==> src/rtl/fma_quire_seq.sv <==
// Saturating fixed-point accumulation sequencer for the FMADD path.
// Chains are framed by the first accepted FMADD beat and last_i (or a non-FMADD beat).
package ppu_pkg;
    typedef enum logic [2:0] {
        ADD   = 3'd0,
        SUB   = 3'd1,
        MUL   = 3'd2,
        DIV   = 3'd3,
        FMADD = 3'd4,
        SQRT  = 3'd5
    } operation_e;
endpackage

// Handshakes: an input beat transfers on a rising edge with in_valid_i && in_ready_o;
// a result transfers on a rising edge with out_valid_o && out_ready_i.
module fma_quire_seq
    import ppu_pkg::*;
#(
    parameter int FX_B  = 64,
    parameter int CNT_W = 16
) (
    input  logic             clk_i,
    input  logic             rst_i,
    input  operation_e       op_i,
    input  logic             in_valid_i,
    output logic             in_ready_o,
    input  logic             last_i,
    input  logic [FX_B-1:0]  init_i,
    input  logic [FX_B-1:0]  prod_i,
    output logic             out_valid_o,
    input  logic             out_ready_i,
    output logic [FX_B-1:0]  acc_o,
    output logic [CNT_W-1:0] count_o,
    output logic             ovf_o,
    output logic [1:0]       dbg_state
);

    typedef enum logic [1:0] {
        IDLE = 2'd0,
        ACC  = 2'd1,
        DONE = 2'd2
    } state_e;

    state_e           state_q, state_d;
    logic [FX_B-1:0]  acc_q, acc_d;
    logic [CNT_W-1:0] cnt_q, cnt_d;
    logic             ovf_q, ovf_d;

    logic             accept;
    logic             is_fma;
    logic [FX_B-1:0]  addend;
    logic [FX_B:0]    wide;
    logic             sat;
    logic [FX_B-1:0]  sum_sat;

    assign in_ready_o  = rst_i && (state_q != DONE);
    assign out_valid_o = (state_q == DONE);
    assign acc_o       = acc_q;
    assign count_o     = cnt_q;
    assign ovf_o       = ovf_q;
    assign dbg_state   = state_q;

    assign accept = in_valid_i && in_ready_o;
    assign is_fma = (op_i == FMADD);

    // First beat of a chain adds the fresh addend; later beats add to the running sum.
    assign addend = (state_q == IDLE) ? init_i : acc_q;
    assign wide   = {addend[FX_B-1], addend} + {prod_i[FX_B-1], prod_i};
    assign sat    = wide[FX_B] ^ wide[FX_B-1];

    always_comb begin
        sum_sat = wide[FX_B-1:0];
        if (sat) begin
            sum_sat = wide[FX_B] ? {1'b1, {(FX_B-1){1'b0}}} : {1'b0, {(FX_B-1){1'b1}}};
        end
    end

    always_comb begin
        state_d = state_q;
        acc_d   = acc_q;
        cnt_d   = cnt_q;
        ovf_d   = ovf_q;
        case (state_q)
            IDLE: begin
                if (accept && is_fma) begin
                    acc_d   = sum_sat;
                    cnt_d   = CNT_W'(1);
                    ovf_d   = sat;
                    state_d = last_i ? DONE : ACC;
                end
            end
            ACC: begin
                if (accept) begin
                    if (is_fma) begin
                        acc_d = sum_sat;
                        cnt_d = (&cnt_q) ? cnt_q : cnt_q + CNT_W'(1);
                        ovf_d = ovf_q | sat;
                        if (last_i) state_d = DONE;
                    end else begin
                        // A foreign op closes the chain without contributing.
                        state_d = DONE;
                    end
                end
            end
            DONE: begin
                if (out_ready_i) state_d = IDLE;
            end
            default: state_d = IDLE;
        endcase
    end

    always_ff @(posedge clk_i) begin
        if (!rst_i) begin
            state_q <= IDLE;
            acc_q   <= '0;
            cnt_q   <= '0;
            ovf_q   <= 1'b0;
        end else begin
            state_q <= state_d;
            acc_q   <= acc_d;
            cnt_q   <= cnt_d;
            ovf_q   <= ovf_d;
        end
    end

endmodule

==> config.mk <==
export PLATFORM = sky130hd
export DESIGN_NAME = fma_quire_seq
export DESIGN_NICKNAME = d
export VERILOG_FILES = /design/src/rtl/fma_quire_seq.sv
export SDC_FILE = /design/constraint.sdc
export NUM_CORES = 1
export LEC_CHECK = 0
export CAP_MARGIN = 10
export CELL_PAD_IN_SITES_DETAIL_PLACEMENT = 2
export CELL_PAD_IN_SITES_GLOBAL_PLACEMENT = 2
export CORE_MARGIN = 8
export CORE_UTILIZATION = 25
export CTS_BUF_LIST = sky130_fd_sc_hd__clkbuf_8
export DETAILED_ROUTE_END_ITERATION = 16
export PLACE_DENSITY = 0.8
export SLEW_MARGIN = 0
export SYNTH_ARGS = -nofsm -noshare
export SYNTH_HDL_FRONTEND = slang
export SYNTH_SLANG_ARGS = --single-unit
==> constraint.sdc <==
create_clock -name clk_i -period 4 [get_ports clk_i]
set_input_delay 0.4 -clock clk_i [delete_from_list [all_inputs] [get_ports clk_i]]
set_output_delay 0.4 -clock clk_i [all_outputs]
set_load 0.1 [all_outputs]
### Word-level counts from Yosys, hierarchy flattened

Index checks and enable logic that the tools add are counted.

| storage, ports and cells | value |
|---|---|
| register bits after elaboration | 83 |

| cells by class | value |
|---|---|
| add/sub/neg operators | 2 |
| eq/ne operators | 10 |
| muxes and demuxes | 23 |
| bitwise operators | 2 |
| reductions and logical operators | 9 |

Operator list:

| operator | count |
|---|---|
| $mux W64 | 6 |
| $pmux W64 S2 | 1 |
| $add A64 B64 Y65 | 1 |
| $mux W16 | 4 |
| $pmux W16 S2 | 1 |
| $add A16 B1 Y16 const B | 1 |
| $reduce_and A16 Y1 | 1 |
| $mux W2 | 6 |
| $ne A2 B2 Y1 const B | 4 |
| $reduce_and A4 Y1 | 2 |
| $pmux W2 S3 | 1 |
| $reduce_and A5 Y1 | 1 |
| $ne A2 B1 Y1 const B | 2 |
| $eq A3 B3 Y1 const B | 1 |
| $logic_and A1 B1 Y1 | 3 |
| $mux W1 | 3 |
| $ne A3 B3 Y1 const B | 1 |
| $eq A2 B1 Y1 const B | 1 |
| $eq A2 B2 Y1 const B | 1 |
| $logic_not A2 Y1 | 1 |
| $pmux W1 S2 | 1 |
| $reduce_bool A2 Y1 | 1 |
| $or A1 B1 Y1 | 1 |
| $xor A1 B1 Y1 | 1 |

### Depth between registers and ports, before layout

Gate-level depths: netlist of run 1.

| logic depth | value |
|---|---|
| depth after elaboration | 8 |
| mapped depth | 18 |

### Worst setup path before layout of run 1

Ideal clock, no wire load.

| timing path | value |
|---|---|
| kind | reg2reg |
| start | register state_q[0] (netlist: dbg_state[0]) |
| end | register acc_q[38] (netlist: acc_o[38]) |
| arrival time | 4818 ps |
| data required time | 3929 ps |
| path slack | -889 ps |
| cell stages (with the launch flop) | 18 |
| clock period less this slack | 4889 ps |
| cells stage by stage | dfxtp_1 > clkbuf_1 > nor2_1 > clkbuf_1 > mux2_2 > ha_1 > fa_1 > a211o_1 > o211ai_1 > a2111oi_4 > o211ai_2 > a211oi_2 > or2_1 > a31oi_1 > o21ai_0 > xnor2_1 > maj3_2 > a21oi_1 |

| on the way | value |
|---|---|
| longest elaborated chain between the ends | 8 |
| elaborated cells on any way between the ends | 20 |
| those cells by class | 1 x add/sub; 5 x eq/ne; 7 x mux; 1 x bitwise; 6 x reduce/logical |

Ends and longest elaborated chain:

| item | line | source |
|---|---|---|
| start, declared | 44 | `state_e state_q, state_d;` |
| start signal, assigned | 119 | `state_q <= state_d;` |
| $logic_not A2 Y1 | 67, 83 |  |
| $mux W64 | 67 | `assign addend = (state_q == IDLE) ? init_i : acc_q;` |
| $add A64 B64 Y65 | 68 | `assign wide = {addend[FX_B-1], addend} + {prod_i[FX_B-1], prod_i};` |
| $mux W64 / $xor A1 B1 Y1 (equally long branches) | 74, 69 |  |
| $mux W64 | 73 | `if (sat) begin` |
| $mux W64 | 94 | `if (is_fma) begin` |
| $mux W64 | 93 | `if (accept) begin` |
| $pmux W64 S2 | 83 | `case (state_q)` |
| end signal, assigned | 115 | `acc_q <= '0;` |
| end signal, assigned | 120 | `acc_q <= acc_d;` |
| end, declared | 45 | `logic [FX_B-1:0] acc_q, acc_d;` |

Parallel ways exist; a longest one is shown, timed or not. The select of a mux whose other input is x is not followed.
A chain may end at the register's enable or synchronous reset.

### Final worst setup path of run 1

| timing path | value |
|---|---|
| start | register state_q[1] (netlist: dbg_state[1]) |
| end | register acc_q[8] (netlist: acc_o[8]) |

Same word-level chain as after synthesis.

==> results.txt, run 1 <==
----------------------------------------------------
[Outcome]
  Run status ... finished, violations left
  Violations in the final reports ... setup timing

[Setup path]
  Critical Path Source Type ... flip-flop
  Arrival @ worst endpoint ... 4.57 ns
  Maximum net fanout on the critical path ... 7
  CP Data Required Time ... 4.34 ns
  Setup CP Type ... flip-flop to flip-flop
  Capturing element type of the critical path ... flip-flop

[Yosys]
  Syn Nets ... 1237
  Netlist Area Pre-Place ... 0.007946 sq mm
  Share of synthesized area occupied by flip-flops and latches ... 20.91%
  Number of standard cells after synthesis ... 1035
  Number of different library cells in the post-synthesis netlist ... 71
  Number of synthesized flops with an enable pin ... 0
  #FFs+latches synth ... 83
  Ys flop type ... dfxtp_1
  Synthesis warning total ... 0
  Share of synthesized registers carrying an async set or reset ... 0%
  Mean area per synthesized cell ... 7.678 sq um

[Timing]
  Share of the clock period used by the worst path ... 105.7%
  Crit path setup slack, layout ... -0.2290 ns
  Pin slew with the least headroom to its limit ... 1.056 ns
  Slew Limit Headroom ... 29.37%
  Endpoints failing setup ... 63
  Tmin final ... 4.229 ns
  Worst-case clock skew ... 0.01753 ns
  Final-report hold violation count ... 0
  Unrepaired setup endpoints after global routing ... true
  Final Slew Violations ... 0
  Max Clock Freq ... 0.2365 GHz
  Worst hold margin ... 0.4192 ns

[Place]
  Placed instance count ... 1756
  Post-detailed-placement cell area ... 0.01175 sq mm
  GPL Wtd Cong ... 0.8735
  DP Wirelength ... 31.23 mm
  Number of buffer cells added on primary ports ... 220

[Worst hold path]
  Type of the tightest min-delay check ... input port to flip-flop

[Global routing]
  First-pass GRT wire length ... 65.28 mm
  Initial antenna violation count ... 0
  Vias in the first global route ... 10964
  Largest net degree at the start of global routing ... 70
  Overflow left after global routing ... 0
  Tot GR Track Use ... 21.62%

[Clock tree]
  Number of buffers between clock root and the deepest sink ... 2
  Count of H-tree levels built during CTS ... 3
  Worst skew pair latency ... 0.41 ns
  CTS sink cnt ... 83
  Buffer cell driving the clock tree root ... clkbuf_8
  Clock tree from TritonCTS ... yes
  CTS buffer count ... 9
  Clock slew at reported path FFs ... 0.11 ns

[Drt]
  Via count ... 9911
  Total Wirelength ... 46.48 mm
  Total met2 wirelength after detailed routing ... 23.84 mm
  Remaining number of nets flagged by the antenna check after routing ... 0
  Drc violations ... 0
  Number of vias per cell after detailed routing ... 5.452
  Mean routed wirelength per cell ... 25.57 microns
  TritonRoute pass-1 iters ... 4
  Post-route met1 wirelength ... 19.00 mm
  Iteration-0 DRC Markers ... 374
  Highest metal layer with signal wires ... met4
  Detail Route met3 WL ... 1.879 mm

[Floorplanning]
  Starting utilization of the core area ... 25.31%
  Ports placed on the boundary ... 221
  Core region area ... 0.03139 sq mm
  DIE WIDTH ... 194.3 microns
  Die area ... 0.03775 sq mm
  Die height ... 194.3 microns
  Std cell rows ... 65

[Layout]
  Number of antenna cells inserted ... 0
  Filler Cell Count ... 3355
  Final net count ... 1613
  Signed area change from the synthesized netlist to the final layout ... 71.30%
  Finished layout cell area ... 0.01361 sq mm
  Count of non-filler cells in the finished layout ... 1818
  Share of post-route cells with drive strength above 1 ... 33.69%

[Pwr]
  Internal power ... 2.024 mW
  Maximum ir drop on the vdd rail ... 0.0001502 V
  Switching power summed over all nets ... 1.582 mW
  Combinational group share of total power ... 57.9%
  Share of total power consumed by net switching ... 43.88%
  Part of the power in the clock network ... 18.4%
  Leakage power total ... 5.552 nW
  Share of power burned in registers ... 23.7%
  Power per cell area ... 264.9 mW/mm^2

[Flow run]
  Max-cap check violation count ... 0

----------------------------------------------------
## worst max-delay path: stages (launching register included)
cell,delay (ns)
dfxtp_2,0.35
nor2_4,0.12
buf_12,0.15
buf_12,0.15
buf_4,0.13
mux2_4,0.32
ha_4,0.28
buf_6,0.12
nand4_1,0.23
a2111oi_4,0.50
buf_4,0.19
nand3_2,0.06
a21oi_2,0.19
o21ai_2,0.10
a31oi_4,0.25
mux2i_2,0.30
buf_4,0.17
nor2_4,0.05
buf_12,0.15
clkbuf_16,0.18
a21oi_4,0.16
## cell families (layout without fill, tap and decap cells)
logic type | Yosys count | after routing | synth area share, %
flip-flops | 83 | 83 | 20.91
AO/OA/AOI/OAI | 371 | 371 | 28.96
adder cells (fa/ha/maj) | 72 | 72 | 11.27
multiplexers | 68 | 68 | 9.589
AND/OR/NAND/NOR | 275 | 275 | 16.93
XOR/XNOR | 66 | 66 | 7.275
buffers and inverters | 100 | 481 | 5.070
## area by class of cell
type	count	area (sq um)	share of cell area, %
multi-input combinational	852	6958	51.12
clock inverter	7	57.56	0.4228
tap	402	503.0	3.695
sequential	83	1667	12.24
inverter	34	127.6	0.9376
timing repair buffer	431	4175	30.67
clock buffer	9	123.9	0.9100
## power groups by stage
| stage | sequential (mW) | clock (mW) | combinational [mW] |
|---|---|---|---|
| after global routing | 0.858 | 0.708 | 2.20 |
| after CTS | 0.855 | 0.671 | 1.79 |
| after floorplan | 0.981 | 0 | 0.847 |
| final | 0.856 | 0.663 | 2.09 |
| after global placement | 0.873 | 0 | 1.59 |
| after detailed placement | 0.874 | 0 | 1.65 |
## flip-flops by register name (all words and copies together), names as in the netlist
| register | cells |
|---|---|
| ovf_o | 1 |
| acc_o | 64 |
| dbg_state | 2 |
| count_o | 16 |
## per-stage QoR
stage / total power [mW] / setup TNS (ns) / util (%) / worst slack, ns
after floorplan: 1.827 / -0.5988 / - / -0.06252
after detailed placement: 2.519 / -27.79 / 37.42 / -0.5315
final: 3.606 / -9.824 / 43.36 / -0.2290
after CTS: 3.311 / -5.212 / 40.26 / -0.1234
after global routing: 3.762 / -16.32 / 43.36 / -0.3365
after global placement: 2.459 / -26.61 / 37.42 / -0.4867
## synth_stat cells, drive strengths merged (4+ instances only)
cell / instances / area share, %
a211oi: 7 / 0.72
a21boi: 6 / 0.57
a21o: 50 / 4.7
a21oi: 128 / 8.1
a31oi: 15 / 1.4
and2: 5 / 0.39
and3: 10 / 0.79
buf: 18 / 1.2
clkbuf: 48 / 2.3
dfxtp: 83 / 21
ha: 65 / 10
inv: 34 / 1.6
maj3: 6 / 0.79
mux2: 65 / 9.2
nand2: 92 / 4.4
nand2b: 7 / 0.55
nand3: 22 / 1.4
nand4: 29 / 2.3
nor2: 52 / 2.5
nor2b: 10 / 0.79
nor3: 14 / 0.88
nor3b: 4 / 0.38
nor4: 7 / 0.63
o211ai: 5 / 0.60
o21ai: 106 / 6.7
o21bai: 10 / 0.94
o221a: 8 / 1.1
o31ai: 4 / 0.38
or2: 6 / 0.47
or3: 10 / 0.79
xnor2: 40 / 4.4
xor2: 26 / 2.9
## timing repair
item,in CTS,in global routing
gates cloned,4,6
hold buffers,0,0
endpoints found under the setup margin,65,65
resized for setup,80,159
buffers inserted,16,24
pin swaps,25,62
## metal layers
| layer | vias up | track usage, % |
|---|---|---|
| met2 | 286 | 39.72 |
| met1 | 4983 | 25.14 |
| met4 | 0 | 7.157 |
| met5 | - | 0 |
| li1 | 4538 | - |
| met3 | 104 | 3.402 |
## path summary, 6_finish.rpt
check / slack, ns / depth (start not counted) / startpoint / to
max: -0.23 / 20 / dbg_state[1] / acc_o[8]
min: 0.42 / 2 / rst_i / count_o[0]
max reg2reg: -0.23 / 20 / dbg_state[1] / acc_o[8]
min reg2reg: 0.49 / 2 / ovf_o / ovf_o
## placed cells by master (no fill, tap or decap), types with 26 or more instances in the layout
cell / netlist / final
a21o_1: 50 / 50
a21oi_1: 127 / 75
a21oi_2: 1 / 51
buf_4: 1 / 176
clkdlybuf4s50_1: 0 / 219
dfxtp_1: 83 / 81
ha_1: 65 / 33
ha_4: 0 / 26
inv_1: 34 / 34
mux2_2: 65 / 48
nand2_1: 91 / 75
nand4_1: 29 / 29
nor2_1: 52 / 48
o21ai_0: 99 / 84
xnor2_1: 40 / 40
xor2_1: 26 / 26
Note: power is estimated with default switching activity, not from simulation.
==> run 2: changes to the inputs <==
--- a/config.mk
+++ b/config.mk
@@ -5,10 +5,9 @@
 export SDC_FILE = /design/constraint.sdc
 export NUM_CORES = 1
 export LEC_CHECK = 0
-export CAP_MARGIN = 10
 export CELL_PAD_IN_SITES_DETAIL_PLACEMENT = 2
 export CELL_PAD_IN_SITES_GLOBAL_PLACEMENT = 2
-export CORE_MARGIN = 8
+export CORE_MARGIN = 2
 export CORE_UTILIZATION = 25
 export CTS_BUF_LIST = sky130_fd_sc_hd__clkbuf_8
 export DETAILED_ROUTE_END_ITERATION = 16
==> run 2 against run 1 <==
  * The flow still finishes with violations (setup timing)
  * Maximum frequency fell by 2.7%
  * Sequential power barely moved
  * Clock power rose by 20%
  * First-iteration DRC count rose by 18%
  * Highest routed layer unchanged
  * Routed wire length fell by 5.7%
  * Register-to-register slack got worse by 0.12 ns
  * Global-route usage rose by 1.3 points
  * Via count fell by 0.42%
  * Die area fell by 12%
  * Critical path depth rose by 1
  * Total power rose by 2.9%
==> results.txt, run 2 (synthesized netlist as in run 1, its figures left out) <==
----------------------------------------------------
[Drt]
  Mean routed wirelength per cell ... 24.26 microns
  Drc violations ... 0
  TritonRoute pass-1 iters ... 4
  Total Wirelength ... 43.83 mm
  Via count ... 9869
  Iteration-0 DRC Markers ... 443
  Remaining number of nets flagged by the antenna check after routing ... 0
  Number of vias per cell after detailed routing ... 5.462

[Global routing]
  Overflow left after global routing ... 0
  Tot GR Track Use ... 22.91%
  Largest net degree at the start of global routing ... 70
  First-pass GRT wire length ... 60.36 mm
  Initial antenna violation count ... 0
  Vias in the first global route ... 10816

[Place]
  Post-detailed-placement cell area ... 0.01167 sq mm
  GPL Wtd Cong ... 0.8604
  Number of buffer cells added on primary ports ... 220
  DP Wirelength ... 28.77 mm
  DP Worst Slack ... -0.3577 ns
  Placed instance count ... 1746

[Clock tree]
  Number of hold buffers added after cts ... 0
  Clock tree from TritonCTS ... yes
  Worst skew pair latency ... 0.41 ns
  Count of H-tree levels built during CTS ... 3
  Buffer cell driving the clock tree root ... clkbuf_8
  CTS buffer count ... 9
  Number of buffers between clock root and the deepest sink ... 2
  CTS sink cnt ... 83
  Clock slew at reported path FFs ... 0.12 ns

[Floorplanning]
  Ports placed on the boundary ... 221
  Die area ... 0.03323 sq mm
  Die height ... 182.3 microns
  Starting utilization of the core area ... 25.31%
  Core region area ... 0.03139 sq mm
  DIE WIDTH ... 182.3 microns
  Std cell rows ... 65

[Pwr]
  Power per cell area ... 275.9 mW/mm^2
  Leakage power total ... 5.479 nW
  Share of total power consumed by net switching ... 42.39%
  Internal power ... 2.137 mW
  Part of the power in the clock network ... 21.4%
  Combinational group share of total power ... 55.6%
  Maximum ir drop on the vdd rail ... 0.0001419 V
  Switching power summed over all nets ... 1.573 mW
  Share of power burned in registers ... 23.1%

[Timing]
  Total Neg Setup Slack ... -16.42 ns
  Final-report hold violation count ... 0
  Endpoints failing setup ... 64
  Tmin final ... 4.347 ns
  Pin slew with the least headroom to its limit ... 1.015 ns
  Slew Limit Headroom ... 32.11%
  Unrepaired setup endpoints after global routing ... true
  Crit path setup slack, layout ... -0.3475 ns
  Share of the clock period used by the worst path ... 108.7%
  Max Clock Freq ... 0.2300 GHz
  Final Slew Violations ... 0
  Worst-case clock skew ... 0.02687 ns

[Layout]
  Flip-flop count of the largest register, all copies and words added ... 64
  Finished layout cell area ... 0.01345 sq mm
  Most common cell after layout, fill and taps aside ... clkdlybuf4s50_1
  Filler Cell Count ... 3394
  Count of non-filler cells in the finished layout ... 1807
  Final net count ... 1602
  Final standard cell utilization of the core ... 42.83%
  Signed area change from the synthesized netlist to the final layout ... 69.22%
  Area taken by multi-input logic gates ... 0.006837 sq mm
  Most frequent cells in the layout ... clkdlybuf4s50_1 (219), buf_4 (162), o21ai_0 (90), a21oi_1 (90), dfxtp_1 (81)
  Share of post-route cells with drive strength above 1 ... 31.89%
  Register area ... 0.001667 sq mm
  Number of antenna cells inserted ... 0

[Worst hold path]
  Endpoint of the worst hold-timing path ... dbg_state[0]
  Hold Path Stages ... 3
  Source of the worst hold timing path ... rst_i
  Type of the tightest min-delay check ... input port to flip-flop

[Setup path]
  CP Data Required Time ... 4.34 ns
  Critical Path Source Type ... flip-flop
  Maximum net fanout on the critical path ... 15
  Worst reg2reg endpoint ... acc_o[1]
  Worst reg2reg setup slack ... -0.35 ns
  Capturing element type of the critical path ... flip-flop
  Arrival @ worst endpoint ... 4.69 ns
  Reg2reg path depth ... 21
  Setup CP Type ... flip-flop to flip-flop
  RR Startpoint ... dbg_state[0]

[Outcome]
  Run status ... finished, violations left
  Violations in the final reports ... setup timing

[Flow run]
  Max-cap check violation count ... 0

----------------------------------------------------
[run 2: changes by cell type in the layout (fill, tap and decap cells not counted), moves of 5 or more]
cell | previous run | this run
buf_6 | 7 | 15
nand2_4 | 1 | 6
buf_4 | 176 | 162
a21oi_1 | 75 | 90
o21ai_0 | 84 | 90
o21ai_1 | 15 | 9
nand2_1 | 75 | 68
mux2_2 | 48 | 57
a21oi_2 | 51 | 37
mux2_4 | 17 | 8
[run 2: final cells by class]
cell class	instances	area share, %
Multi-Input combinational cell	852	50.84
Tap cell	402	3.741
Timing Repair Buffer	420	30.38
Clock buffer	9	0.9212
Sequential cell	83	12.39
Clock inverter	7	0.7723
Inverter	34	0.9491
[run 2: worst max-delay path: stages, from the launching register on]
cell and delay (ns):
dfxtp_4 0.37, nor2_4 0.13, buf_6 0.13, buf_8 0.13, buf_12 0.16, mux2_2 0.35, ha_1 0.38, a21oi_1 0.09
o21ai_0 0.38, nand3_1 0.19, a21oi_1 0.17, nor2_1 0.09, o22ai_2 0.25, o21ai_2 0.11, a31oi_4 0.22, buf_12 0.15
mux2i_4 0.34, buf_6 0.16, buf_12 0.14, buf_12 0.12, nand2_2 0.05, a21oi_1 0.14
[run 2: worst max path at each step]
stage | endpoint | cells past startpoint | startpoint | slack [ns]
finish | acc_o[1] | 21 | dbg_state[0] | -0.35
global route | acc_o[2] | 21 | dbg_state[0] | -0.54
CTS | acc_o[52] | 19 | dbg_state[1] | -0.14
detailed placement | acc_o[12] | 18 | dbg_state[0] | -0.36
global placement | acc_o[49] | 15 | init_i[48] | -0.22
floorplan | acc_o[40] | 18 | dbg_state[0] | -0.06
[run 2: metrics by stage]
step / hold WS (ns) / total power, mW
floorplan: 0.6251 / 1.827
global placement: 0.4577 / 2.449
detailed placement: 0.4823 / 2.502
finish: 0.4115 / 3.710
global route: 0.4104 / 3.882
CTS: 0.4022 / 3.369
[run 2: power by group through the flow]
| stage | sequential [mW] | clock [mW] | combinational (mW) |
|---|---|---|---|
| 2_1_floorplan | 0.981 | 0 | 0.847 |
| 3_3_place_gp | 0.873 | 0 | 1.58 |
| 3_5_place_dp | 0.874 | 0 | 1.63 |
| 4_1_cts | 0.855 | 0.802 | 1.71 |
| 5_1_grt | 0.858 | 0.837 | 2.19 |
| 6_report | 0.855 | 0.793 | 2.06 |
[run 2: repair_timing]
action,CTS,global route
endpoints found under the setup margin,64,65
pin swaps,11,33
gates resized for setup,51,161
gates cloned,3,7
setup buffers,12,27
hold endpoints to repair,0,0
[run 2: layer usage]
metal / share of wire (%) / vias to the layer above / global-route usage (%)
met1: 43 / 4996 / 28.39
met5: 0 / - / 0
li1: - / 4513 / -
met4: 2.8 / 0 / 6.613
met3: 3.5 / 81 / 3.133
met2: 50 / 279 / 41.24
==> run 3: changes to the inputs <==
==> constraint.sdc (replaced) <==
create_clock -name clk_i -period 3.5 [get_ports clk_i]
set_input_delay 0.35 -clock clk_i [delete_from_list [all_inputs] [get_ports clk_i]]
set_output_delay 0.35 -clock clk_i [all_outputs]
set_load 0.1 [all_outputs]
==> run 3 against run 2 <==
  * The flow still finishes with violations (setup timing)
  * Count of clock-buffer cells in the layout did not move
  * Combinational power rose by 50%
  * Utilization rose by 6.7 points
  * Clock power rose by 11%
  * Die area did not move
  * Global-route usage rose by 6.2 points
  * Cell area rose by 16%
  * Register-to-register slack got worse by 0.68 ns
  * Sequential cell count did not move
  * Critical path type unchanged
==> results.txt, run 3 (synthesized netlist as in run 1, its figures left out) <==
----------------------------------------------------
[Clock tree]
  Buffer cell driving the clock tree root ... clkbuf_8
  CTS buffer count ... 9
  Worst skew pair latency ... 0.45 ns
  Number of buffers between clock root and the deepest sink ... 2
  Clock tree from TritonCTS ... yes
  Clock slew at reported path FFs ... 0.16 ns
  CTS sink cnt ... 83
  Count of H-tree levels built during CTS ... 3

[Setup path]
  Ordered cell list for the critical path ... nor2_4, buf_12, buf_12, buf_16, mux2_2, ha_2, a21oi_1, o21ai_1, nand3_1, a21oi_1, nor2_1, o22ai_2, o21ai_2, a31oi_4, buf_6, mux2i_4, buf_8, buf_6, buf_12, nand3b_1, a21oi_1
  CP Data Required Time ... 3.88 ns
  Critical Path Source Type ... flip-flop
  Crit-path slowest cell ... ha_2
  RR Startpoint ... dbg_state[0]
  Worst reg2reg endpoint ... acc_o[61]
  Setup CP Type ... flip-flop to flip-flop
  Max stage delay on crit path ... 0.38 ns
  Worst reg2reg setup slack ... -1.03 ns
  Maximum net fanout on the critical path ... 8
  Capturing element type of the critical path ... flip-flop
  Reg2reg path depth ... 21
  Arrival @ worst endpoint ... 4.91 ns

[Layout]
  Flip-flop count of the largest register, all copies and words added ... 64
  Most frequent cells in the layout ... buf_4 (302), clkdlybuf4s50_1 (218), o21ai_0 (82)
  Number of antenna cells inserted ... 0
  Register area ... 0.001667 sq mm
  Finished layout cell area ... 0.01554 sq mm
  Final net count ... 1752
  Share of post-route cells with drive strength above 1 ... 45.08%
  Area taken by multi-input logic gates ... 0.007676 sq mm
  Filler Cell Count ... 3218
  Final standard cell utilization of the core ... 49.50%
  Most common cell after layout, fill and taps aside ... buf_4
  Signed area change from the synthesized netlist to the final layout ... 95.54%

[Timing]
  Share of the clock period used by the worst path ... 129.3%
  Total Neg Setup Slack ... -57.62 ns
  Tmin final ... 4.526 ns
  Unrepaired setup endpoints after global routing ... true
  Slew Limit Headroom ... 28.07%
  Final-report hold violation count ... 0
  Final Slew Violations ... 0
  Worst-case clock skew ... 0.03516 ns
  Worst hold margin ... 0.3719 ns
  Pin slew with the least headroom to its limit ... 1.076 ns
  Crit path setup slack, layout ... -1.026 ns
  Endpoints failing setup ... 65
  Max Clock Freq ... 0.2209 GHz

[Global routing]
  Vias in the first global route ... 12235
  Initial antenna violation count ... 0
  Tot GR Track Use ... 29.06%
  First-pass GRT wire length ... 74.35 mm
  Largest net degree at the start of global routing ... 70
  Overflow left after global routing ... 0

[Drt]
  Iteration-0 DRC Markers ... 708
  Drc violations ... 0
  TritonRoute pass-1 iters ... 6
  Number of vias per cell after detailed routing ... 5.808
  Total Wirelength ... 62.16 mm
  Remaining number of nets flagged by the antenna check after routing ... 0
  Mean routed wirelength per cell ... 31.76 microns
  Via count ... 11366

[Worst hold path]
  Endpoint of the worst hold-timing path ... dbg_state[0]
  Hold Path Stages ... 3
  Type of the tightest min-delay check ... input port to flip-flop
  Source of the worst hold timing path ... rst_i

[Place]
  DP Wirelength ... 33.73 mm
  DP Worst Slack ... -0.9341 ns
  Number of buffer cells added on primary ports ... 220
  GPL Wtd Cong ... 0.8726
  Post-detailed-placement cell area ... 0.01270 sq mm

[Floorplanning]
  Die height ... 182.3 microns
  Starting utilization of the core area ... 25.31%
  Die area ... 0.03323 sq mm
  Core region area ... 0.03139 sq mm
  DIE WIDTH ... 182.3 microns
  Std cell rows ... 65
  Ports placed on the boundary ... 221

[Flow run]
  Max-cap check violation count ... 0

[Pwr]
  Maximum ir drop on the vdd rail ... 0.0002037 V
  Leakage power total ... 6.467 nW
  Power per cell area ... 318.5 mW/mm^2

[Outcome]
  Violations in the final reports ... setup timing
  Run status ... finished, violations left

----------------------------------------------------
run 3: cell types whose count changed in the layout (fill, tap and decap cells not counted), sizes merged:
cell and change:
clkdlybuf4s50 -1, clkbuf +3, inv +1, bufinv -2
buf +148, clkinv +1
run 3: metrics by stage:
step,power [mW],instances
final,4.949,1957
after global routing,5.077,1957
after CTS,4.161,1926
after detailed placement,3.105,1882
after global placement,2.987,1882
after floorplan,2.092,1035
run 3: cell type report:
| cell class | count | area share (%) |
|---|---|---|
| Clock inverter | 7 | 0.4912 |
| Tap cell | 402 | 3.237 |
| Timing Repair Buffer | 570 | 34.53 |
| Inverter | 34 | 0.8213 |
| Multi-Input combinational cell | 852 | 49.40 |
| Sequential cell | 83 | 10.73 |
| Clock buffer | 9 | 0.7972 |
run 3: repair_timing:
action                     in CTS  in global routing
setup buffers                  22                 26
cloned                          7                 11
setup endpoints to repair      65                 65
gates resized for setup       140                249
hold buffers                    0                  0
pin swaps                      40                 90
run 3: where the power goes:
group | switching (mW) | internal, mW
combinational | 1.71 | 1.38
clock | 0.589 | 0.288
sequential | 0.0172 | 0.962
run 3: worst max-delay path by stage:
stage,from,to,slack [ns],depth (start not counted)
after floorplan,dbg_state[0],acc_o[40],-0.56,18
after global placement,dbg_state[0],acc_o[8],-0.69,19
after detailed placement,dbg_state[0],acc_o[23],-0.93,19
after CTS,dbg_state[1],acc_o[29],-0.66,21
after global routing,dbg_state[0],acc_o[61],-1.11,21
final,dbg_state[0],acc_o[61],-1.03,21
run 3: per-layer routing:
| layer | routed length, microns | global-route usage (%) | vias to the layer above |
|---|---|---|---|
| li1 | - | - | 4827 |
| met1 | 23120 | 31.98 | 5720 |
| met2 | 31250 | 55.62 | 556 |
| met3 | 3135 | 4.091 | 263 |
| met4 | 4650 | 11.94 | 0 |
| met5 | 0 | 0 | - |
run 3: worst max-delay path: cells and delay by family (launching register included):
kind	cells	cell delay, ns
flops	1	0.37
buf+inv	7	1.06
simple gates	4	0.63
mux	2	0.61
compound gates	7	1.39
fa+ha+maj	1	0.38
